`src/rtl/mult_arbiter.sv`:
```
// Round-robin arbiter in front of one 4x4 shift-add multiplier.
// Each accepted operation spends 4 cycles in CALC and then holds its result until it is taken.
module mult_arbiter (
  input  logic       clk,
  input  logic       rst,
  input  logic       req0_valid,
  input  logic [3:0] req0_a,
  input  logic [3:0] req0_b,
  output logic       req0_ready,
  input  logic       req1_valid,
  input  logic [3:0] req1_a,
  input  logic [3:0] req1_b,
  output logic       req1_ready,
  output logic       resp_valid,
  input  logic       resp_ready,
  output logic [7:0] resp_p,
  output logic       resp_id,
  output logic       busy
);

  typedef enum logic [1:0] {
    IDLE = 2'd0,
    CALC = 2'd1,
    DONE = 2'd2
  } state_t;

  state_t      state_q;
  logic        prio_q;
  logic        id_q;
  logic [7:0]  acc_q;
  logic [7:0]  mcand_q;
  logic [3:0]  mplier_q;
  logic [1:0]  step_q;
  logic        resp_valid_q;
  logic        busy_q;

  logic        any_valid_s;
  logic        grant_s;
  logic [3:0]  sel_a_s;
  logic [3:0]  sel_b_s;

  // Grant and operand select; the pointer only breaks ties
  always_comb begin
    any_valid_s = req0_valid | req1_valid;
    if (req0_valid && req1_valid) begin
      grant_s = prio_q;
    end else if (req1_valid) begin
      grant_s = 1'b1;
    end else begin
      grant_s = 1'b0;
    end
    if (grant_s) begin
      sel_a_s = req1_a;
      sel_b_s = req1_b;
    end else begin
      sel_a_s = req0_a;
      sel_b_s = req0_b;
    end
  end

  assign req0_ready = (state_q == IDLE) && any_valid_s && !grant_s;
  assign req1_ready = (state_q == IDLE) && any_valid_s &&  grant_s;

  assign resp_valid = resp_valid_q;
  assign resp_p     = acc_q;
  assign resp_id    = id_q;
  assign busy       = busy_q;

  // Control FSM and multiplier datapath
  always_ff @(posedge clk) begin
    if (rst) begin
      state_q      <= IDLE;
      prio_q       <= 1'b0;
      id_q         <= 1'b0;
      acc_q        <= 8'd0;
      mcand_q      <= 8'd0;
      mplier_q     <= 4'd0;
      step_q       <= 2'd0;
      resp_valid_q <= 1'b0;
      busy_q       <= 1'b0;
    end else begin
      case (state_q)
        IDLE: begin
          if (any_valid_s) begin
            mcand_q  <= {4'd0, sel_a_s};
            mplier_q <= sel_b_s;
            acc_q    <= 8'd0;
            step_q   <= 2'd0;
            id_q     <= grant_s;
            prio_q   <= ~grant_s;
            busy_q   <= 1'b1;
            state_q  <= CALC;
          end
        end
        CALC: begin
          // Max product is 225, so the accumulator never overflows
          if (mplier_q[0]) begin
            acc_q <= acc_q + mcand_q;
          end
          mcand_q  <= mcand_q << 1;
          mplier_q <= mplier_q >> 1;
          step_q   <= step_q + 2'd1;
          if (step_q == 2'd3) begin
            resp_valid_q <= 1'b1;
            state_q      <= DONE;
          end
        end
        DONE: begin
          if (resp_ready) begin
            resp_valid_q <= 1'b0;
            busy_q       <= 1'b0;
            state_q      <= IDLE;
          end
        end
        default: begin
          resp_valid_q <= 1'b0;
          busy_q       <= 1'b0;
          state_q      <= IDLE;
        end
      endcase
    end
  end

endmodule

```
`config.mk`:
```
export PLATFORM = sky130hd
export DESIGN_NAME = mult_arbiter
export DESIGN_NICKNAME = d
export VERILOG_FILES = /design/src/rtl/mult_arbiter.sv
export SDC_FILE = /design/constraint.sdc
export NUM_CORES = 1
export LEC_CHECK = 0
export BUFFER_PORTS_ARGS = -buffer_cell sky130_fd_sc_hd__buf_2
export CELL_PAD_IN_SITES_DETAIL_PLACEMENT = 1
export CELL_PAD_IN_SITES_GLOBAL_PLACEMENT = 1
export CORE_MARGIN = 2
export CORE_UTILIZATION = 30
export CTS_BUF_LIST = sky130_fd_sc_hd__clkbuf_4
export CTS_CLUSTER_DIAMETER = 80
export CTS_CLUSTER_SIZE = 24
export DETAILED_ROUTE_END_ITERATION = 16
export PLACE_DENSITY_LB_ADDON = 0.05
export SLEW_MARGIN = 10
export SYNTH_ARGS = -nofsm -noshare
export SYNTH_HDL_FRONTEND = slang
export SYNTH_SLANG_ARGS = --single-unit
```
`constraint.sdc`:
```
create_clock -name clk -period 2.17 [get_ports clk]
set_clock_uncertainty 0.05 [all_clocks]
set_input_delay 0.217 -clock clk [delete_from_list [all_inputs] [get_ports clk]]
set_output_delay 0.217 -clock clk [all_outputs]
set_load 0.02 [all_outputs]
```
==> impl_metrics.csv, run 1 <==
group,metric,value,unit
die,ios,34,
worst_setup_path,cp.required,2370,ps
clock_network,htreeDepth,1,
sta,worst_pin_slew,597,ps
clock_network,cts_tree,"done",
final_layout,area_growth,21.6,%
pwr,ir_drop,0.166,mV
hold_path,hp-class,"input port to flop",
die,core_area,4750,sq um
sta,fin_crit_sh,95.7,%
sta,final-max-slew-violation-count,0,
place,place_congestion,0.747,
worst_setup_path,start_kind,"flop",
worst_setup_path,cp-end-kind,"flop",
sta,tns,0,ps
final_layout,diodes,0,
pwr,power_density,538,nW/um^2
global_routing,track_usage,15.6,%
final_layout,post-route-util,37.9,%
logic_synthesis,synth_top_area_cell,"dfxtp_1",
logic_synthesis,synth_area,1480,sq um
worst_setup_path,crit_chain,"ha_4, a211oi_2, nor3_2, or4_1, o211ai_1, mux2_1",
logic_synthesis,yosysTopAreaCellShare,37.9,%
final_layout,fin_nets,242,
clock_network,cts_buffer_depth,2,
sta,setup_violations,0,
sta,min_period,2080,ps
route,first_pass_iters,4,
clock_network,hold_buffers,0,
route,vias,1375,
logic_synthesis,ys.flop_type,"dfxtp_1",
logic_synthesis,synth_area_leaders,"dfxtp_1 38%, a21oi_1 7.8%, ha_1 6.8%, mux2_2 6.1%, a22oi_1 5.1%",
place,dp_slack,-7.85,ps
logic_synthesis,syn_nets,204,
pwr,p_total,968,uW
route,avgViaCountPerCell,4.95,
pwr,p_leak,0.773,nW
global_routing,antenna_found_initial,0,
route,first_iter_violations,73,
global_routing,grt_pass1_wl,6620,microns
logic_synthesis,syn_avg_cell_area,8.51,sq um
clock_network,cts-buffers-inserted,3,
logic_synthesis,syn_inst,174,
place,place_area,1750,sq um
worst_setup_path,ff2ff_path_depth,6,
sta,hold_viol_final,0,
logic_synthesis,async_flop_share,0,%
place,port_buffers,33,
die,core.rowCount,25,
sta,grt_setup_unrepaired,"no",
clock_network,clk_pin_slew,160,ps
clock_network,root_buffer,"clkbuf_4",
worst_setup_path,worstSetupPathType,"flop to flop",
hold_path,hold_depth,4,
final_layout,final_layout_size_suffix_gt1_share,28.0,%
global_routing,grt_pass1_vias,1378,
logic_synthesis,yosysSeqAreaShare,37.9,%
logic_synthesis,synth-edff-count,0,
place,dp_hpwl,2930,microns
clock_network,cts_sinks,28,
global_routing,grt_overflow,0,
route,drc_errors,0,
worst_setup_path,crit_path_top_delay_cell,"or4_1",
place,dp.cells,274,
route,wl,3930,microns
flow_run,maxCapViolations,0,
worst_setup_path,cp_data_arrival_time,2270,ps
logic_synthesis,synth_most_common_cell,"dfxtp_1",
final_layout,postLayoutCellArea,1800,sq um
sta,fmax,0.482,GHz
logic_synthesis,ys_seq_elements,28,
sta,hold_slack,124,ps
logic_synthesis,synthTopCellsByCount,"28 x dfxtp_1, 23 x a21oi_1, 18 x nand2_1, 18 x nor2_1, 10 x a22oi_1",
worst_setup_path,cpPeakStageDelay,470,ps
clock_network,cts_setup_buffers,0,
logic_synthesis,ys_types,38,
sta,relSlewSlack,60.2,%
final_layout,final_cells,278,
worst_setup_path,worstPathMaxFanout,3,
route,avgRoutedWirePerCell,14.1,microns
die,initial_utilization,31.1,%
global_routing,grt_start_max_net_pins,33,
outcome,status,"finished, final reports clean",
die,dieHeight,74.2,microns
clock_network,clk_latency,340,ps
die,chipWidth,74.2,microns
route,ant_nets,0,
die,die_area,5510,sq um
sta,worst_slack,93.3,ps
logic_synthesis,synth_warnings,0,
[cells by family after synthesis]
group	Yosys count	synth area share [%]
simple gates	64	20.6
buf+inv	12	4.14
fa+ha+maj	9	8.12
xor+xnor	3	1.78
compound gates	48	19.9
mux	10	7.52
flops	28	37.9
[final timing paths]
path / startpoint / to / slack (ps)
max: mcand_q[1] / resp_p[7] / 90
min: resp_ready / state_q[1] / 120
max reg2reg: mcand_q[1] / resp_p[7] / 90
min reg2reg: resp_valid / resp_valid / 420
[layout make-up]
cell class              instances  area (sq um)
repair buffers                 43           240
clock buffers                   3          22.5
inverters                       2          7.51
well taps                      67          83.8
multi-input cells             134           881
fillers                       611          2950
flip-flops and latches         28           562
clock inverters                 1          3.75
[critical path: cells and delay by family, from the launching register on]
family	cells	cell delay (ps)
adder cells (fa/ha/maj)	1	220
AO/OA/AOI/OAI	2	410
AND/OR/NAND/NOR	2	560
flip-flops	1	410
multiplexers	1	340
[sequential cells by signal, summed over array words and instances (netlist names)]
name / count
busy: 1
mcand_q: 8
mplier_q: 4
prio_q: 1
resp_id: 1
resp_p: 8
resp_valid: 1
state_q: 2
step_q: 2
[cells in the final DEF, fill, tap and decap left out, types with 2 or more instances in the layout]
master / synthesis / routed
clkbuf_4: 0 / 3
nand3b_1: 2 / 2
a21o_1: 2 / 2
a21oi_1: 23 / 23
nor2b_1: 3 / 3
xnor2_1: 2 / 2
nor2_1: 18 / 18
mux2_2: 8 / 8
o21ai_0: 4 / 3
inv_1: 2 / 2
dfxtp_1: 28 / 27
nand3_1: 9 / 9
buf_4: 0 / 10
a22oi_1: 10 / 10
or4_1: 2 / 2
ha_1: 8 / 7
nor3_1: 4 / 3
buf_2: 1 / 33
nand2_1: 18 / 18
nand2b_1: 3 / 3
[power breakdown]
group,switching [mW],total (mW),internal [mW]
Combinational,0.102,0.181,0.0785
Sequential,0.0160,0.553,0.537
Clock,0.167,0.234,0.0679
Total,0.285,0.968,0.684
[layer usage]
| layer | vias up | track usage [%] | part of all wire, % |
|---|---|---|---|
| li1 | 696 | - | - |
| met1 | 646 | 22.2 | 48 |
| met2 | 28 | 23.8 | 47 |
| met3 | 5 | 2.30 | 3.6 |
| met4 | 0 | 5.95 | 1.5 |
| met5 | - | 0 | 0 |
[timing repair]
item / 4_1_cts / 5_1_grt
resized for setup: 1 / 3
pin swaps: 0 / 1
setup endpoints to repair: 1 / 1
No activity file was read; power rests on OpenSTA's default activity.
==> inputs of run 2 (changes only) <==
- PLACE_DENSITY_LB_ADDON: 0.05 -> 0.1
==> run 2 against run 1 <==
Against the previous run:
- first-iteration DRC count decreased by 8.2%
- clock-buffer cell count stayed put
- non-clock buffer count fell by 1
- register-to-register slack barely moved
- combinational power is essentially flat
- via count increased by 2.3%
- sequential share of layout area is the same
- wire length is 4.1% higher
- utilization did not move
- critical endpoint unchanged
- largest power group unchanged
==> impl_metrics.csv, run 2 (synthesized netlist as in run 1, its figures left out) <==
group,metric,value,unit
outcome,status,"finished, final reports clean",
pwr,ir_drop,0.238,mV
sta,relSlewSlack,60.1,%
die,ios,34,
die,die_area,5510,sq um
pwr,power_density,539,nW/um^2
sta,setup_violations,0,
route,vias,1406,
route,drc_errors,0,
sta,hold_viol_final,0,
die,core.rowCount,25,
die,core_area,4750,sq um
clock_network,cts-buffers-inserted,3,
route,avgViaCountPerCell,5.08,
worst_setup_path,cp.required,2370,ps
sta,tns,0,ps
worst_setup_path,cp_data_arrival_time,2280,ps
clock_network,clk_latency,340,ps
global_routing,grt_overflow,0,
clock_network,clk_pin_slew,160,ps
global_routing,busiest_layer,"met2",
sta,grt_setup_unrepaired,"no",
worst_setup_path,start_kind,"flop",
final_layout,layout_commonest_cell,"buf_2",
clock_network,cts_tree,"done",
die,chipWidth,74.2,microns
final_layout,fin_nets,241,
final_layout,final_layout_size_suffix_gt1_share,28.6,%
final_layout,area_growth,21.6,%
global_routing,met3_usage,2.44,%
global_routing,track_usage,15.3,%
die,dieHeight,74.2,microns
clock_network,cts_sinks,28,
route,ant_nets,0,
final_layout,diodes,0,
sta,worst_pin_slew,598,ps
final_layout,postLayoutCellArea,1800,sq um
hold_path,hp-class,"input port to flop",
global_routing,grt_pass1_vias,1364,
pwr,p_leak,0.767,nW
sta,fmax,0.479,GHz
final_layout,final_cell_mix,"33 x buf_2, 27 x dfxtp_1, 22 x a21oi_1, 18 x nor2_1, 18 x nand2_1",
place,port_buffers,33,
place,place_congestion,0.788,
worst_setup_path,worstSetupPathType,"flop to flop",
place,dp_hpwl,3010,microns
global_routing,grt_use_met2,24.7,%
die,initial_utilization,31.1,%
global_routing,antenna_found_initial,0,
sta,final-max-slew-violation-count,0,
sta,fin_crit_sh,96.1,%
global_routing,gr-usage-met1,21.9,%
route,avgRoutedWirePerCell,14.8,microns
clock_network,hold_buffers,0,
worst_setup_path,worstPathMaxFanout,3,
route,wl,4090,microns
clock_network,root_buffer,"clkbuf_4",
clock_network,cts_buffer_depth,2,
flow_run,maxCapViolations,0,
clock_network,htreeDepth,1,
global_routing,grt_pass1_wl,6550,microns
global_routing,grt_start_max_net_pins,33,
sta,min_period,2090,ps
worst_setup_path,cp-end-kind,"flop",
route,first_pass_iters,4,
route,first_iter_violations,67,
place,place_area,1740,sq um
## run 2: cell types whose count changed in the layout (fill, tap and decap cells not counted)
cell,previous run,this run
o21ai_1,1,0
a21oi_1,23,22
buf_4,10,9
o21ai_2,1,2
a21oi_2,0,1
## run 2: critical path: stages (launching register included)
cell,delay [ps]
dfxtp_1,420
ha_4,230
a211oi_2,290
nor3_2,100
or4_1,470
o211ai_1,110
mux2_1,330
## run 2: path summary, 6_finish.rpt
check             startpoint          to  slack (ps)  depth (start not counted)
setup / recovery  mcand_q[1]   resp_p[7]          80                          6
hold / removal    resp_ready  state_q[1]         110                          4
setup reg to reg  mcand_q[1]   resp_p[7]          80                          6
hold reg to reg   resp_valid  resp_valid         420                          2
## run 2: repair_timing
item                                    CTS  global route
endpoints found under the setup margin    1             2
buffers inserted                          0             1
pin swaps                                 0             1
resized for setup                         2             4
## run 2: where the power goes
| group | internal [mW] | switching, mW | leakage, nW | total, mW |
|---|---|---|---|---|
| Sequential | 0.537 | 0.0173 | 0.229 | 0.555 |
| Combinational | 0.0775 | 0.104 | 0.523 | 0.181 |
| Clock | 0.0677 | 0.168 | 0.0154 | 0.235 |
| Total | 0.682 | 0.289 | 0.767 | 0.971 |
## run 2: per-layer routing
metal	up-vias	wire length [microns]
li1	693	-
met1	681	1990
met2	28	1930
met3	4	134
met4	0	34
met5	-	0
## run 2: stage by stage
stage | setup WS [ps] | hold WS [ps] | power [mW] | utilization, % | cells
after global placement | 28.7 | 395 | 0.738 | 36.5 | 272
after floorplan | 48.2 | 256 | 0.674 | - | 174
final | 84.1 | 112 | 0.971 | 37.9 | 277
after global routing | 35.0 | 125 | 1.03 | 37.9 | 277
after CTS | 64.9 | 107 | 0.979 | 37.2 | 276
after detailed placement | -18.0 | 406 | 0.743 | 36.5 | 272
## run 2: cell type report
class / instances / area, sq um
fillers: 607 / 2950
multi-input cells: 134 / 888
flip-flops and latches: 28 / 562
repair buffers: 42 / 233
well taps: 67 / 83.8
clock buffers: 3 / 22.5
inverters: 2 / 7.51
clock inverters: 1 / 3.75
==> inputs of run 3 (changes only) <==
- ABC_AREA: unset -> 1
- CORE_UTILIZATION: 30 -> 36
==> run 3 against run 2 <==
Against the previous run:
- final cell count is 7.9% higher
- combinational power grew 70%
- synthesized cell count up 23%
- register-to-register slack better by 390 ps
- maximum frequency increased by 23%
- first-iteration DRC count down 49%
- power grew 14%
- critical path depth up 1
- area after synthesis increased by 3.4%
- non-clock buffer count fell by 8
- sequential share of layout area rose by 0.28 points
- utilization rose by 6.0 points
==> impl_metrics.csv, run 3 <==
group,metric,value,unit
die,die_area,4790,sq um
final_layout,diodes,0,
logic_synthesis,ys_types,27,
sta,grt_setup_unrepaired,"no",
pwr,p_int,723,uW
logic_synthesis,synth_top_area_cell,"dfxtp_1",
worst_setup_path,crit_family,"adder cells",
logic_synthesis,syn_inst,214,
final_layout,fin_nets,280,
route,avgRoutedWirePerCell,12.3,microns
final_layout,layout_commonest_cell,"nand2_1",
clock_network,cts-buffers-inserted,3,
logic_synthesis,ys.flop_type,"dfxtp_1",
global_routing,grt_pass1_vias,1400,
route,first_pass_iters,4,
die,ios,34,
logic_synthesis,synth-edff-count,0,
clock_network,root_buffer,"clkbuf_4",
pwr,comb_power_share,27.7,%
clock_network,ctsResizeCount,0,
worst_setup_path,crit_top_cell,"nand3_1",
sta,fin_crit_sh,78.4,%
logic_synthesis,synth_most_common_cell,"nand2_1",
route,ant_nets,0,
pwr,p_seq_share,51.8,%
clock_network,cts_setup_buffers,0,
place,dp_slack,472,ps
sta,tns,0,ps
logic_synthesis,yosysTopAreaCellShare,36.6,%
logic_synthesis,synth_warnings,0,
worst_setup_path,cp_data_arrival_time,1870,ps
global_routing,track_usage,16.0,%
logic_synthesis,ys_seq_elements,28,
route,wl,3670,microns
pwr,ir_drop,0.243,mV
sta,min_period,1700,ps
global_routing,antenna_found_initial,0,
sta,final-max-slew-violation-count,0,
logic_synthesis,syn_avg_cell_area,7.15,sq um
pwr,power_frac_clock,20.5,%
worst_setup_path,worstPathMaxFanout,3,
logic_synthesis,synthSimpleGateAreaFrac,31.1,%
global_routing,grt_pass1_wl,6440,microns
worst_setup_path,cpPeakStageDelay,410,ps
sta,fmax,0.588,GHz
logic_synthesis,synthTopCellsByCount,"49 x nand2_1, 33 x nor2_1, 28 x dfxtp_1",
worst_setup_path,cp.required,2340,ps
worst_setup_path,start_kind,"flop",
worst_setup_path,worst-path-buf-inv,0,
clock_network,hold_buffers,0,
pwr,p_leak,0.876,nW
worst_setup_path,cp-end-kind,"flop",
sta,hold_slack,130,ps
clock_network,cts_tree,"done",
clock_network,clk_pin_slew,160,ps
clock_network,htreeDepth,1,
route,drc_errors,0,
worst_setup_path,crit_chain,"ha_1, fa_1, nand3_1, nand2_1, or2_2, nand3_1, a21oi_1",
place,dp.cells,295,
pwr,power.switching,388,uW
die,core.rowCount,23,
clock_network,cts_buffer_depth,2,
final_layout,final_cell_mix,"49 x nand2_1, 33 x nor2_1, 33 x buf_2, 28 x dfxtp_1, 23 x a21oi_1",
sta,relSlewSlack,72.2,%
flow_run,maxCapViolations,0,
final_layout,post-route-util,43.9,%
final_layout,final_layout_size_suffix_gt1_share,21.7,%
logic_synthesis,async_flop_share,0,%
die,chipWidth,69.2,microns
pwr,swShare,34.9,%
logic_synthesis,yosysSeqAreaShare,36.6,%
logic_synthesis,synth_xor_area_share,1.72,%
route,avgViaCountPerCell,4.90,
route,first_iter_violations,34,
die,dieHeight,69.2,microns
logic_synthesis,synth_area_leaders,"dfxtp_1 37%, nand2_1 12%, nor2_1 8.1%, a21oi_1 7.5%, ha_1 6.5%",
sta,worst_slack,469,ps
global_routing,grt_start_max_net_pins,21,
logic_synthesis,synth_fa_ha_area_share,7.85,%
clock_network,clk_latency,330,ps
final_layout,fillCellCount,546,
sta,hold_viol_final,0,
outcome,status,"finished, final reports clean",
worst_setup_path,crit_path_top_delay_cell,"fa_1",
logic_synthesis,synth_compound_area_share,15.6,%
route,vias,1464,
final_layout,final_cells,299,
die,core_area,4060,sq um
sta,worst_pin_slew,417,ps
final_layout,area_growth,16.4,%
logic_synthesis,syn_nets,244,
logic_synthesis,synth_area,1530,sq um
logic_synthesis,synth_top_family_by_area,"simple AND/OR/NAND/NOR gates",
die,initial_utilization,37.7,%
pwr,power_density,624,nW/um^2
worst_setup_path,worstSetupPathType,"flop to flop",
global_routing,grt_overflow,0,
logic_synthesis,muxShareOfSynthArea,0,%
place,port_buffers,33,
place,dp_hpwl,2840,microns
place,place_congestion,0.704,
sta,setup_violations,0,
clock_network,cts_sinks,28,
hold_path,hp-class,"input port to flop",
[run 3: cell types whose count changed in the layout (fill, tap and decap cells not counted), moves of 3 or more]
cell,delta
a22oi_1,-10
buf_4,-8
inv_1,+18
mux2_2,-8
nand2_1,+31
nand2b_1,-3
nor2_1,+15
nor2_2,+3
nor2b_1,-3
o21ai_0,+10
[run 3: tightest hold or removal path, delay by kind of cell]
family | cells | cell delay [ps]
buffers and inverters | 1 | 70
AO/OA/AOI/OAI | 2 | 200
[run 3: final cells by class]
class | count | area, sq um | area share [%]
flip-flops and latches | 28 | 561 | 31.5
clock inverters | 1 | 3.75 | 0.211
inverters | 24 | 97.6 | 5.48
well taps | 50 | 62.6 | 3.51
repair buffers | 34 | 173 | 9.70
clock buffers | 3 | 22.5 | 1.26
multi-input cells | 159 | 861 | 48.3
[run 3: worst paths after layout]
kind                  start          end  slack (ps)  depth (start not counted)
hold reg to reg     resp_id      resp_id         430                          2
hold / removal    req1_b[3]  mplier_q[3]         130                          3
setup reg to reg  resp_p[0]    resp_p[4]         470                          7
setup / recovery  resp_p[0]    resp_p[4]         470                          7
[run 3: per-layer routing]
| layer | up-vias | part of all wire, % | global-route usage (%) |
|---|---|---|---|
| met5 | - | 0 | 0 |
| met4 | 0 | 0.27 | 2.61 |
| met3 | 2 | 3.0 | 2.47 |
| met2 | 24 | 49 | 28.0 |
| met1 | 678 | 48 | 21.2 |
| li1 | 760 | - | - |
[run 3: cell families after synthesis]
family | count (synthesis)
AO/OA/AOI/OAI | 43
XOR/XNOR | 3
adder cells (fa/ha/maj) | 9
buffers and inverters | 27
flip-flops | 28
AND/OR/NAND/NOR | 104
[run 3: through the flow]
| step | power [mW] | cell area, sq um |
|---|---|---|
| floorplan | 0.806 | 1530 |
| global placement | 0.893 | 1750 |
| detailed placement | 0.898 | 1750 |
| CTS | 1.13 | 1780 |
| global route | 1.19 | 1780 |
| finish | 1.11 | 1780 |
[run 3: power by group through the flow]
stage          clock network [mW]  registers (mW)  logic (mW)
3_3_place_gp                    0           0.585       0.308
5_1_grt                     0.256           0.580       0.350
6_report                    0.228           0.575       0.308
3_5_place_dp                    0           0.586       0.311
4_1_cts                     0.235           0.575       0.315
2_1_floorplan                   0           0.588       0.218
